===== src/rtl/meas_tx_buffer_pkg.sv =====
// Shared types and constants for the measurement transmit buffer.
// Latency: n/a (types and constants only).
// Backpressure: n/a.
package meas_tx_buffer_pkg;

    localparam int SAMPLE_W = 16;
    localparam int BYTE_W   = 8;

    typedef logic [BYTE_W-1:0] byte_t;

    localparam byte_t PAD_BYTE_DEFAULT = 8'h00;

    // Split FSM: high byte goes out on the accept cycle, low byte one cycle later.
    typedef enum logic {
        ST_IDLE       = 1'b0,
        ST_LO_PENDING = 1'b1
    } split_state_t;

endpackage


===== src/rtl/meas_tx_buffer_byte_fifo.sv =====
// Generic synchronous byte FIFO with a registered head output.
// Latency: a write into an empty FIFO shows on o_dout the next cycle; o_dout follows any pop within 1 cycle.
// Backpressure: pushes while full and pops while empty are ignored; the caller watches o_full/o_empty.
//
// Ports: clk, rst (sync, active-high), i_push/i_din write side, i_pop read side,
//        o_dout head byte (PAD when empty), o_empty, o_full, o_fill (bytes queued).
module byte_fifo
    import meas_tx_buffer_pkg::*;
#(
    parameter int    DEPTH = 16,
    parameter byte_t PAD   = PAD_BYTE_DEFAULT,
    localparam int   AW    = $clog2(DEPTH)
) (
    input  logic        clk,
    input  logic        rst,
    input  logic        i_push,
    input  byte_t       i_din,
    input  logic        i_pop,
    output byte_t       o_dout,
    output logic        o_empty,
    output logic        o_full,
    output logic [AW:0] o_fill
);

    byte_t       r_mem [DEPTH];
    logic [AW:0] r_wr_ptr;
    logic [AW:0] r_rd_ptr;
    logic [AW:0] r_fill;
    byte_t       r_dout;

    logic        w_do_push;
    logic        w_do_pop;
    logic [AW:0] w_wr_ptr_nxt;
    logic [AW:0] w_rd_ptr_nxt;
    byte_t       w_head_nxt;

    // Extra pointer bit distinguishes full from empty when the addresses match.
    assign o_empty = (r_wr_ptr == r_rd_ptr);
    assign o_full  = (r_wr_ptr[AW] != r_rd_ptr[AW]) &&
                     (r_wr_ptr[AW-1:0] == r_rd_ptr[AW-1:0]);

    assign w_do_push    = i_push && !o_full;
    assign w_do_pop     = i_pop && !o_empty;
    assign w_wr_ptr_nxt = r_wr_ptr + (AW+1)'(w_do_push);
    assign w_rd_ptr_nxt = r_rd_ptr + (AW+1)'(w_do_pop);

    // Head after this cycle; bypass the write data when the new head is the slot being written.
    always_comb begin
        w_head_nxt = r_mem[w_rd_ptr_nxt[AW-1:0]];
        if (w_rd_ptr_nxt == w_wr_ptr_nxt) begin
            w_head_nxt = PAD;
        end else if (w_do_push && (w_rd_ptr_nxt == r_wr_ptr)) begin
            w_head_nxt = i_din;
        end
    end

    always_ff @(posedge clk) begin
        if (w_do_push) begin
            r_mem[r_wr_ptr[AW-1:0]] <= i_din;
        end
    end

    always_ff @(posedge clk) begin
        if (rst) begin
            r_wr_ptr <= '0;
            r_rd_ptr <= '0;
            r_fill   <= '0;
            r_dout   <= PAD;
        end else begin
            r_wr_ptr <= w_wr_ptr_nxt;
            r_rd_ptr <= w_rd_ptr_nxt;
            r_dout   <= w_head_nxt;
            if (w_do_push && !w_do_pop) begin
                r_fill <= r_fill + 1'b1;
            end else if (w_do_pop && !w_do_push) begin
                r_fill <= r_fill - 1'b1;
            end
        end
    end

    assign o_dout = r_dout;
    assign o_fill = r_fill;

endmodule


===== src/rtl/meas_tx_buffer.sv =====
// Splits 16-bit measurement samples into bytes (MSB first) and queues them for the SPI slave transmitter.
// Latency: high byte enters the FIFO on the accept cycle, low byte the cycle after; head shows on data 1 cycle later.
// Backpressure: sample_ready is registered and drops in LO_PENDING or when fewer than 2 byte slots remain.
//
// Ports: clk, rst (sync, active-high); sample_in/sample_valid/sample_ready sample handshake;
//        data head byte to transmitter; byte_sent pop pulse; tx_enable transmitter enable;
//        fill bytes queued; underflow_cnt saturating count of pops on an empty FIFO.
module meas_tx_buffer
    import meas_tx_buffer_pkg::*;
#(
    parameter int    DEPTH    = 16,
    parameter byte_t PAD_BYTE = PAD_BYTE_DEFAULT,
    localparam int   FW       = $clog2(DEPTH) + 1
) (
    input  logic                clk,
    input  logic                rst,
    input  logic [SAMPLE_W-1:0] sample_in,
    input  logic                sample_valid,
    output logic                sample_ready,
    output logic [7:0]          data,
    input  logic                byte_sent,
    output logic                tx_enable,
    output logic [FW-1:0]       fill,
    output logic [7:0]          underflow_cnt
);

    // Two free slots needed at accept time so the low byte always has room.
    localparam logic [FW-1:0] READY_MAX_FILL = FW'(DEPTH - 2);

    split_state_t  r_state;
    split_state_t  w_state_nxt;
    byte_t         r_lo_byte;
    logic          r_sample_ready;
    logic          r_tx_enable;
    logic [7:0]    r_underflow_cnt;

    logic          w_accept;
    logic          w_push;
    byte_t         w_din;
    logic          w_pop;
    logic          w_empty;
    logic          w_full;
    logic          w_push_ok;
    logic [FW-1:0] w_fill;
    logic [FW-1:0] w_fill_nxt;

    assign w_accept = sample_valid && r_sample_ready;

    // FSM state register
    always_ff @(posedge clk) begin
        if (rst) begin
            r_state <= ST_IDLE;
        end else begin
            r_state <= w_state_nxt;
        end
    end

    // FSM next state
    always_comb begin
        w_state_nxt = r_state;
        case (r_state)
            ST_IDLE:       if (w_accept) w_state_nxt = ST_LO_PENDING;
            ST_LO_PENDING: w_state_nxt = ST_IDLE;
            default:       w_state_nxt = ST_IDLE;
        endcase
    end

    // FSM outputs: FIFO write request and data
    always_comb begin
        w_push = 1'b0;
        w_din  = sample_in[15:8];
        case (r_state)
            ST_IDLE: begin
                w_push = w_accept;
                w_din  = sample_in[15:8];
            end
            ST_LO_PENDING: begin
                w_push = 1'b1;
                w_din  = r_lo_byte;
            end
            default: begin
                w_push = 1'b0;
            end
        endcase
    end

    assign w_pop      = byte_sent && !w_empty;
    assign w_push_ok  = w_push && !w_full;
    assign w_fill_nxt = w_fill + FW'(w_push_ok) - FW'(w_pop);

    always_ff @(posedge clk) begin
        if (rst) begin
            r_lo_byte       <= '0;
            r_sample_ready  <= 1'b0;
            r_tx_enable     <= 1'b0;
            r_underflow_cnt <= '0;
        end else begin
            if (w_accept) begin
                r_lo_byte <= sample_in[7:0];
            end
            r_sample_ready <= (w_state_nxt == ST_IDLE) && (w_fill_nxt <= READY_MAX_FILL);
            if (w_push_ok) begin
                r_tx_enable <= 1'b1;
            end
            if (byte_sent && w_empty && (r_underflow_cnt != 8'hFF)) begin
                r_underflow_cnt <= r_underflow_cnt + 1'b1;
            end
        end
    end

    byte_fifo #(
        .DEPTH (DEPTH),
        .PAD   (PAD_BYTE)
    ) u_fifo (
        .clk     (clk),
        .rst     (rst),
        .i_push  (w_push),
        .i_din   (w_din),
        .i_pop   (byte_sent),
        .o_dout  (data),
        .o_empty (w_empty),
        .o_full  (w_full),
        .o_fill  (w_fill)
    );

    assign sample_ready  = r_sample_ready;
    assign tx_enable     = r_tx_enable;
    assign fill          = w_fill;
    assign underflow_cnt = r_underflow_cnt;

endmodule


===== config.mk =====
export PLATFORM = sky130hd
export DESIGN_NAME = meas_tx_buffer
export DESIGN_NICKNAME = d
export VERILOG_FILES = /design/src/rtl/meas_tx_buffer_pkg.sv /design/src/rtl/meas_tx_buffer_byte_fifo.sv /design/src/rtl/meas_tx_buffer.sv
export SDC_FILE = /design/constraint.sdc
export NUM_CORES = 1
export LEC_CHECK = 0
export BUFFER_PORTS_ARGS = -buffer_cell sky130_fd_sc_hd__buf_2
export CORE_MARGIN = 2
export CORE_UTILIZATION = 65
export DETAILED_ROUTE_END_ITERATION = 8
export PLACE_DENSITY = 0.84
export SLEW_MARGIN = 10
export SYNTH_ARGS = -nofsm -noshare
export SYNTH_HDL_FRONTEND = slang
export SYNTH_SLANG_ARGS = --single-unit

===== constraint.sdc =====
create_clock -name clk -period 8.9 [get_ports clk]
set_input_delay 2.67 -clock clk [delete_from_list [all_inputs] [get_ports clk]]
set_output_delay 2.67 -clock clk [all_outputs]
set_load 0.05 [all_outputs]

==> metrics.cfg <==
[final_layout]
num-fill-cells = 735
diodes = 0
register_area_um2 = 4680
instances_no_fill = 823
drive_above_1_share_pct = 15.9
finalNetCount = 701
area_delta_synth_final_pct = 12.1
multi_input_area_um2 = 2580

[floorplan]
initial_utilization_pct = 65.8
io-pin-count = 43
dieArea_um2 = 12300
die_height_um = 111
die_width_um = 111
core-area_um2 = 11300
rows = 39

[global_route]
global_route.usage.total_pct = 28.1
grt_max_degree = 62
grt.overflow.total = 0
grt_pass1_wl_um = 26500
antenna_found_initial = 0
first_global_vias = 4994

[clock_tree]
cts_sinks = 170
cts.repair.resized = 0
numCtsBuffers = 17
root_buffer = clkbuf_16
hold_buffers = 0
cts_setup_buffers = 0
ctsLongestPathBuffers = 2
clkTransAtPathRegs_ns = 0.07
tritoncts = built
htree_levels = 4
clk_latency_ns = 0.42

[critical_path]
crit_chain = buf_2 > and2_1 > o22ai_2 > inv_2 > ha_1 > ha_1 > nand3_1 > xor2_1 > xor2_1 > nor3_1 > a41oi_4 > nand2b_1 > o21ai_1
cp_slowest_cell = nand2b_1
critPathCaptureType = flop
arrival_ns = 5.57
crit_path_start_kind = primary input
path_max_fanout = 9
slowest_delay_ns = 0.42
path_class = primary input to flop
required_ns = 9.19

[logic_synthesis]
yosys_warnings = 0
syn_inst = 637
syn_area_um2 = 7450
syn_avg_cell_area_um2 = 11.7
synth-edff-count = 128
ys.flop_type = edfxtp_1
synth_most_common_cell = edfxtp_1
synthTopCellsByArea = edfxtp_1, dfxtp_1, nand2_1
synth_seq_cells = 170
yosysSeqAreaShare_pct = 62.9
synth_common_cells = edfxtp_1, nand2_1, a21oi_1
syn-num-nets = 671
synth-async-reset-ratio_pct = 0
synth_top_area_share_pct = 51.6
synth.largest_area_cell = edfxtp_1
synth.distinct_cells = 48

[detailed_routing]
drtIter0Drc = 614
wl_per_cell_um = 20.1
ant_nets = 0
drc_errors = 0
firstDrtPassIters = 5
viasPerCell = 6.21
route.vias.total = 5110
routed_wl_um = 16600

[placed_design]
hpwlAfterDp_um = 10100
io_buffers = 42
place_inst = 791
pre_cts_ws_ns = 3.21
place_congestion = 0.859

[sta]
relSlewSlack_pct = 17.4
setup_viol = 0
hold_ws_ns = 0.453
period_needed_ns = 5.28
rsz0062_at_grt = false
clock_skew_ns = 0.00905
fin_crit_sh_pct = 59.3
slew_viol_final = 0
timing.final.ws_setup_ns = 3.62
hold_violations = 0
fmax_mhz = 189
tns_ns = 0
tightest_slew_ns = 1.23

[min_path]
hold_class = flop to flop

[power_and_ir_drop]
leakage_nw = 3.05
power_density_nw_per_um2 = 275
peakVddDrop_v = 0.000220
finalPower_mw = 2.29

[status]
status = complete, no violations

[job]
drv_cap = 0

[sequential cells by signal, summed over array words and instances (netlist names)]
signal and flops:
u_fifo.o_dout 8, u_fifo.r_wr_ptr 5, r_lo_byte 8, tx_enable 1, u_fifo.r_rd_ptr 5, u_fifo.o_fill 5
r_state 1, u_fifo.r_mem 128, sample_ready 1, underflow_cnt 8
[area by class of cell]
cell class / instances / area share [%]
inverter: 9 / 0.405
tap: 143 / 2.14
clock buffer: 19 / 5.19
multi-input combinational: 419 / 30.9
timing repair buffer: 50 / 3.24
clock inverter: 13 / 2.01
sequential: 170 / 56.1
[stage by stage]
| step | cell area, um2 | util (%) |
|---|---|---|
| after global routing | 8340 | 73.7 |
| after CTS | 8340 | 73.7 |
| after floorplan | 7450 | - |
| after detailed placement | 7740 | 68.4 |
| after global placement | 7740 | 68.4 |
| final | 8340 | 73.7 |
[report_power, final]
group / switching [mW] / total (mW) / internal [mW]
Clock: 0.308 / 0.753 / 0.445
Sequential: 0.0325 / 0.935 / 0.903
Combinational: 0.400 / 0.606 / 0.206
[worst max-delay path: cells and delay by family]
kind / cells / cell delay, ns
AOI/OAI and AO/OA: 3 / 0.72
and+or+nand+nor: 4 / 1.15
buffers and inverters: 2 / 0.24
xor gates and xnor gates: 2 / 0.31
adders and majority gates: 2 / 0.47
[layer usage]
layer | vias up | wire, um | global-route usage [%]
met5 | - | 0 | 0
met4 | 0 | 377 | 10.9
met3 | 34 | 1400 | 5.69
met2 | 253 | 7840 | 42.8
met1 | 2460 | 6970 | 40.5
li1 | 2363 | - | -
[final timing paths]
kind                           start               end  slack, ns  cells after the start
setup reg to reg  u_fifo.r_rd_ptr[2]  u_fifo.o_dout[4]       4.35                     12
hold reg to reg         r_lo_byte[3]      r_lo_byte[3]       0.45                      2
hold / removal          r_lo_byte[3]      r_lo_byte[3]       0.45                      2
setup / recovery        sample_valid  u_fifo.o_dout[4]       3.62                     13
[cell families (layout without fill, tap and decap cells)]
logic type	after synthesis	in the layout	share of synthesized area (%)
mux	18	18	3.24
buf+inv	48	91	2.84
simple gates	260	260	16.0
compound gates	94	94	8.52
xor+xnor	33	33	3.88
flops	170	170	62.9
fa+ha+maj	14	14	2.55
[cells in the final DEF, fill, tap and decap left out, types with 9 or more instances in the layout]
cell type	instances
nor3_1	26
nand2_1	113
edfxtp_1	128
ha_1	12
nor2_1	36
xor2_1	20
xnor2_1	11
dfxtp_1	42
buf_2	42
a21oi_1	59
nand4_1	10
clkbuf_16	17
mux2_2	9
nand3_1	39
(Power assumes the default switching activity.)
